--- config.mk ---
export PLATFORM = sky130hd
export DESIGN_NAME = fifo_flags
export DESIGN_NICKNAME = d
export VERILOG_FILES = /design/src/rtl/fifo_pkg.sv /design/src/rtl/fifo_ram.sv /design/src/rtl/fifo_flags.sv
export SDC_FILE = /design/constraint.sdc
export NUM_CORES = 1
export LEC_CHECK = 0
export ABC_CLOCK_PERIOD_IN_PS = 3050
export BUFFER_PORTS_ARGS = -buffer_cell sky130_fd_sc_hd__buf_4
export CORE_UTILIZATION = 30
export CTS_CLUSTER_DIAMETER = 120
export CTS_CLUSTER_SIZE = 14
export DETAILED_ROUTE_END_ITERATION = 8
export PLACE_DENSITY = 0.53
export SKIP_CTS_REPAIR_TIMING = 1
export SYNTH_ARGS = -nofsm -noshare
export SYNTH_HDL_FRONTEND = slang
export SYNTH_SLANG_ARGS = --single-unit
--- constraint.sdc ---
create_clock -name clk_i -period 3.05 [get_ports clk_i]
set_input_delay 0 -clock clk_i [delete_from_list [all_inputs] [get_ports clk_i]]
set_output_delay 0 -clock clk_i [all_outputs]
set_load 0.005 [all_outputs]
--- src/rtl/fifo_pkg.sv ---
// fifo_pkg: shared status struct and default watermark helper for fifo_flags clients.
package fifo_pkg;
  typedef struct packed {
    logic full;
    logic empty;
    logic almost_full;
    logic almost_empty;
    logic overflow;
    logic underflow;
  } fifo_status_t;
  function automatic int watermark(int aw, bit high);
    return high ? 2 ** aw - 2 : 1;
  endfunction
endpackage

--- src/rtl/fifo_ram.sv ---
// fifo_ram: DEPTH x DWIDTH storage, one write port, asynchronous read, no reset.
module fifo_ram #(
  parameter int AWIDTH = 4,
  parameter int DWIDTH = 32
) (
  input  logic              clk_i,
  input  logic              we,
  input  logic [AWIDTH-1:0] waddr,
  input  logic [DWIDTH-1:0] wdata,
  input  logic [AWIDTH-1:0] raddr,
  output logic [DWIDTH-1:0] rdata
);
  logic [DWIDTH-1:0] mem [2**AWIDTH];
  always_ff @(posedge clk_i)
    if (we) mem[waddr] <= wdata;
  assign rdata = mem[raddr];
endmodule

--- src/rtl/fifo_flags.sv ---
// fifo_flags: FWFT FIFO with occupancy count, watermark flags and synchronous flush.
// Define FIFO_FLAGS_ERR_EN to build the sticky overflow/underflow flags.
module fifo_flags
  import fifo_pkg::*;
#(
  parameter int AWIDTH     = 4,
  parameter int DWIDTH     = 32,
  parameter int AFULL_LVL  = watermark(AWIDTH, 1'b1),
  parameter int AEMPTY_LVL = watermark(AWIDTH, 1'b0)
) (
  input  logic              clk_i,
  input  logic              rst_i,
  input  logic              clear,
  input  logic              push,
  input  logic [DWIDTH-1:0] in,
  input  logic              pop,
  output logic [DWIDTH-1:0] out,
  output logic [AWIDTH:0]   count,
  output logic              full,
  output logic              empty,
  output logic              almost_full,
  output logic              almost_empty,
  output logic              overflow,
  output logic              underflow
);
  localparam logic [AWIDTH:0] DEPTH_C = (AWIDTH+1)'(2 ** AWIDTH);
  localparam logic [AWIDTH:0] AF      = (AWIDTH+1)'(AFULL_LVL);
  localparam logic [AWIDTH:0] AE      = (AWIDTH+1)'(AEMPTY_LVL);
  logic [AWIDTH-1:0] widx, ridx;
  logic wr_ok, rd_ok, ovf, unf;
  fifo_status_t st;
  assign wr_ok = push && (!full || pop);
  assign rd_ok = pop && !empty;
  fifo_ram #(.AWIDTH(AWIDTH), .DWIDTH(DWIDTH)) u_ram (
    .clk_i (clk_i),
    .we    (wr_ok && !clear && !rst_i),
    .waddr (widx),
    .wdata (in),
    .raddr (ridx),
    .rdata (out)
  );
  always_ff @(posedge clk_i)
    if (rst_i || clear) begin
      widx  <= '0;
      ridx  <= '0;
      count <= '0;
    end else begin
      if (wr_ok) widx <= widx + AWIDTH'(1);
      if (rd_ok) ridx <= ridx + AWIDTH'(1);
      if (wr_ok != rd_ok) count <= wr_ok ? count + (AWIDTH+1)'(1) : count - (AWIDTH+1)'(1);
    end
`ifdef FIFO_FLAGS_ERR_EN
  always_ff @(posedge clk_i)
    if (rst_i || clear) begin
      ovf <= 1'b0;
      unf <= 1'b0;
    end else begin
      if (push && full && !pop) ovf <= 1'b1;
      if (pop && empty) unf <= 1'b1;
    end
`else
  assign ovf = 1'b0;
  assign unf = 1'b0;
`endif
  always_comb st = '{
    full:         count == DEPTH_C,
    empty:        count == '0,
    almost_full:  count >= AF,
    almost_empty: count <= AE,
    overflow:     ovf,
    underflow:    unf
  };
  assign {full, empty, almost_full, almost_empty, overflow, underflow} = st;
endmodule

# Yosys cells after proc, flatten, opt, wreduce, memory -nomap -nowiden
# Memory sizes are Yosys's and may differ from the RTL's. A register that Yosys moved wholly into a read port is not among the register bits.
# Index checks and enable logic that the tools add are counted.
[classes] n_addsub=4 n_lt_le_gt_ge=2 n_eq_ne=2 mux=5 n_reduce_logical=11
[ops] operator="4-bit by 1-bit adder with 4-bit output (second input constant)" n=2
[ops] operator="4-bit two-way mux" n=2
[ops] operator="5-bit by 1-bit adder with 5-bit output (second input constant)" n=1
[ops] operator="5-bit equality test (second input constant)" n=1
[ops] operator="5-bit by 4-bit greater-or-equal comparator with 1-bit output (second input constant)" n=1
[ops] operator="5-bit by 1-bit less-or-equal comparator with 1-bit output (second input constant)" n=1
[ops] operator="5-bit zero test" n=1
[ops] operator="5-bit two-way mux" n=1
[ops] operator="5-bit by 1-bit subtractor with 5-bit output (second input constant)" n=1
[ops] operator="1-bit logical AND" n=4
[ops] operator="1-bit zero test" n=4
[ops] operator="1-bit logical OR" n=2
[ops] operator="1-bit two-way mux" n=2
[ops] operator="1-bit inequality test" n=1
[totals] reg_bits=13 ram_bits=512 in_bits=37 output_inout_bits=43 mem_count=1
[mem_list] memory="u_ram.mem" words=16 word_bits=32 read_ports=1 rd_ports_with_merged_regs=1 wr=1 line_no="fifo_ram.sv:13" text="logic [DWIDTH-1:0] mem [2**AWIDTH];"

# Longest topological paths before layout
[logic_depth] depth_word=8 depth_mapped=7 ltp_nobuf=7

# Cells and area by module
# A second synthesis with hierarchy kept.
[hier_totals] hier_cells=915 area_unflattened_um2=20129.3
[modules_own_cells] mod="fifo_ram" instances=1 cells_each=806 area_each_um2=19213.4 seq_area_each_um2=15374.7
[modules_own_cells] mod="fifo_flags" instances=1 cells_each=109 area_each_um2=915.9 seq_area_each_um2=260.2

# Least setup slack after synthesis
# OpenSTA, ideal clock, no wires.
[synth_timing] path_type="reg2reg" from="reg count[0]" to="mem u_ram.mem[12][0], enable pin" setup_ps=421 arrival_time_ps=2805 path_slack_ps=-176 path_stages_with_launch=8 n_path_buf=1 path_cell_list="dfxtp_1 > inv_1 > ha_1 > nand3b_1 > o31a_1 > clkbuf_1 > nand2_1 > nor2_1"
[synth_via] elab_chain_cells=8
[synth_lines] item="from (decl)" line_no="fifo_flags.sv:18" text="output logic [AWIDTH:0] count,"
[synth_lines] item="from (signal assigned)" line_no="fifo_flags.sv:50" text="if (wr_ok != rd_ok) count <= wr_ok ? count + (AWIDTH+1)'(1) : count - (AWIDTH+1)'(1);"
[synth_lines] item="5-bit equality test" line_no="fifo_flags.sv:66" text="full: count == DEPTH_C,"
[synth_lines] item="1-bit zero test" line_no="fifo_flags.sv:32" text="assign wr_ok = push && (!full || pop);"
[synth_lines] item="1-bit logical OR" line_no="fifo_flags.sv:32"
[synth_lines] item="1-bit logical AND" line_no="fifo_flags.sv:32"
[synth_lines] item="1-bit logical AND (2 in a row)" line_no="fifo_flags.sv:36" text=".we (wr_ok && !clear && !rst_i),"
[synth_lines] item="1-bit two-way mux" line_no="fifo_ram.sv:15" text="if (we) mem[waddr] <= wdata;"
[synth_lines] item="1-bit two-way mux (not written as such)" line_no="fifo_ram.sv:15"
[synth_lines] item="to (decl)" line_no="fifo_ram.sv:13"
# No other way between the ends.

==> metrics.md <==
| Metric | Value |
|---|---|
| Run status | `complete, but fails checks` |
| Violated checks | `DRC, hold timing` |
| Post-synthesis sequential area ratio | `0.7800` |
| Num CTS Buffers | `43` |
| Slew at the pin closest to its max-slew limit | `0.8061 ns` |
| Most Used Layer, Global Route | `met2` |
| Worst-Skew Late Latency | `between 0.5 and 0.6 ns` |
| Post-DP Area | `around 22000 µm²` |
| Leakage | `7.359 nW` |
| Mean post-synth cell area | `around 22 µm²` |
| Share of the synthesized area in the top cell type | `0.7631` |
| # IOs | `80` |
| Tmin final | `around 2.7 ns` |
| Mapped Cells | `roughly 920` |
| Std-Cell Rows | `94` |
| R2R cell count | `7` |
| Met3 usage | `0.02391` |
| FILL cells | `between 6000 and 7000` |
| Mapped cell area | `approximately 20000 µm²` |
| Ant. Diodes | `0` |
| Area of the multi-input gates | `4337 µm²` |
| Worst-case clock buffer depth | `3` |
| Grt met1 use | `0.1938` |
| 1st-pass router iterations | `9` |
| Via-to-Cell Ratio | `around 5` |
| Max-cap violations | `0` |
| Final setup vio count | `0` |
| First-pass GRT wire length | `a little under 70000 µm` |
| Die area | `between 60000 and 70000 µm²` |
| Clk pin slew, worst setup/hold paths | `roughly 0.07 ns` |
| Setup CP Type | `reg -> out` |
| Count leader, synth | `edfxtp_1` |
| Final Skew | `around 0.018 ns` |
| PortBufs | `77` |
| Hold Path Class | `in -> reg` |
| H-tree levels | `2` |
| Most used cell, CP | `buf_4` |
| DP Wirelength | `27420 µm` |
| Initial antenna violation count | `0` |
| Pwr Density | `~570 nW/µm²` |
| EDFF count, synth | `512` |
| WP data required | `around 3 ns` |
| Post-synth top cells | `512 x edfxtp_1, 128 x mux4_2, 64 x a22oi_1, 42 x nand2_1` |
| Starting DRT DRC Count | `~780` |
| Async SR Flop Fraction | `0` |
| GP Congestion | `roughly 0.75` |
| R2R Setup Slk | `about 0.35 ns` |
| Hold_ws | `-0.01244 ns` |
| CP max-delay cell | `dfxtp_4` |
| Final hold vios | `1` |
| Global Route Usage Sum | `0.1353` |
| Ys flop type | `edfxtp_1` |
| Maximum fanout along the worst path | `31` |
| Unrepaired setup endpoints after global routing | `false` |
| Met2 usage | `0.2162` |
| Max Freq | `368.8 MHz` |
| Tcrit/Tclk final | `0.8889` |
| Slew Viols, Final | `0` |
| WP data arrival | `between 2 and 3 ns` |
| CTS tree | `built` |
| Largest cells by area after synthesis | `edfxtp_1 76%, mux4_2 14%, a22oi_1 2.4%` |
| Synth warn | `0` |
| Dominant cell type by area after synthesis | `edfxtp_1` |
| Post-detailed-route wirelength per cell | `between 20 and 25 µm` |
| GRT overflow | `0` |
| Critical Path Start Type | `register` |
| Worst r2r src | `count[1]` |
| FF-to-FF End | `u_ram.mem[1][20]` |
| Yosys reg bits | `529` |
| Die height | `between 200 and 300 µm` |
| Num Clock Sinks | `529` |
| Register area | `15720 µm²` |
| Root Buffer | `clkbuf_16` |
| Crit path largest cell delay | `0.70 ns` |
| Max-slew headroom | `0.4614` |
| Largest net degree at the start of global routing | `33` |
| Yosys cell types | `50` |
| Die W | `approximately 260 µm` |
| Proportion of layout cells with a drive suffix above 1 | `0.3028` |
| Layout Nets | `1120` |
| Residual DRC count | `4` |
| Crit path capture type | `output port` |
| Routed WL | `roughly 45000 µm` |
| Vias | `approximately 9500` |
| Cell Chain, Critical Path | `buf_4, mux4_2, a22oi_1, nand2_1, buf_4` |
| Setup crit end | `out[4]` |
| Routed Antenna Nets | `0` |
| Design area | `~24000 µm²` |
| Initial Util | `0.3048` |
| Area Overhead vs Synth | `18.25%` |
| Core Box Area | `66100 µm²` |
| Peak supply drop | `approximately 370 µV` |
| Vias in the first global route | `roughly 10000` |
[metal layers]
metal | part of all wire | routed length [µm]
met5 | 0 | 0
met4 | 0.015 | 682
met2 | 0.48 | 21670
met3 | 0.039 | 1778
met1 | 0.47 | 21320
[worst max-delay path: cells and delay by family, from the launching register on]
family	cells	cell delay (ns)
buffers and inverters	2	0.58
AO/OA/AOI/OAI	1	0.32
multiplexers	1	0.36
AND/OR/NAND/NOR	1	0.15
flip-flops	1	0.70
[power by group]
part / switching [mW] / internal [mW]
clock network: 2.38 / 2.68
logic: 0.308 / 0.258
registers: 0.0161 / 7.98
total: 2.71 / 10.9
[how the worst min path moves through the flow]
| stage | from | end | depth (start not counted) |
|---|---|---|---|
| 3_3_place_gp | rst_i | count[4] | 3 |
| 3_5_place_dp | rst_i | count[4] | 3 |
| 5_1_grt | push | count[3] | 4 |
| 2_1_floorplan | in[0] | u_ram.mem[0][0] | 0 |
| 6_report | push | count[2] | 5 |
| 4_1_cts | rst_i | count[4] | 3 |
[flip-flops by register name, indices dropped and copies added, names as in the netlist, named ones only]
signal / count
u_ram.mem: 512
ridx: 4
count: 5
widx: 4
[cells in the final DEF (no fill, tap or decap), drive strengths merged, types with 2 or more instances in the layout]
cell,n
or2,2
and3,2
nor3,4
nor4,2
nor2b,2
conb,2
xor2,4
a211oi,2
clkbuf,61
nor2,30
a22oi,64
inv,7
nand3,5
o21ai,2
a21oi,3
mux4,128
mux2i,3
edfxtp,512
ha,10
dfxtp,17
dlygate4sd3,38
buf,123
nand2,42
or3,4
[per-stage QoR]
stage	setup WS (ns)	power, mW	setup TNS (ns)	utilization	std cells
4_1_cts	0.2379	13.73	0	0.3547	1916
6_report	0.3387	13.62	0	0.3604	1954
3_5_place_dp	0.3714	8.695	0	0.3367	1854
5_1_grt	0.1538	14.04	0	0.3604	1954
3_3_place_gp	0.4545	8.685	0	0.3367	1854
2_1_floorplan	-0.1763	8.409	-60.50	-	916
[cell families (layout without fill, tap and decap cells)]
family / Yosys count / after routing / synth area share
compound gates: 82 / 82 / 0.03143
xor+xnor: 5 / 5 / 0.002174
fa+ha+maj: 10 / 10 / 0.006210
buf+inv: 56 / 230 / 0.01205
flops: 529 / 529 / 0.7800
mux: 131 / 131 / 0.1446
other cells: 1 / 2 / 0.0001861
simple gates: 101 / 101 / 0.02335
[cell type report]
cell class,count,area share
Clock buffer,61,0.04979
Clock inverter,1,0.0002101
Inverter,7,0.001103
Multi-Input combinational cell,331,0.1820
Sequential cell,529,0.6599
Tap cell,864,0.04538
Timing Repair Buffer,161,0.06155
Note: power is estimated with default switching activity, not from simulation.
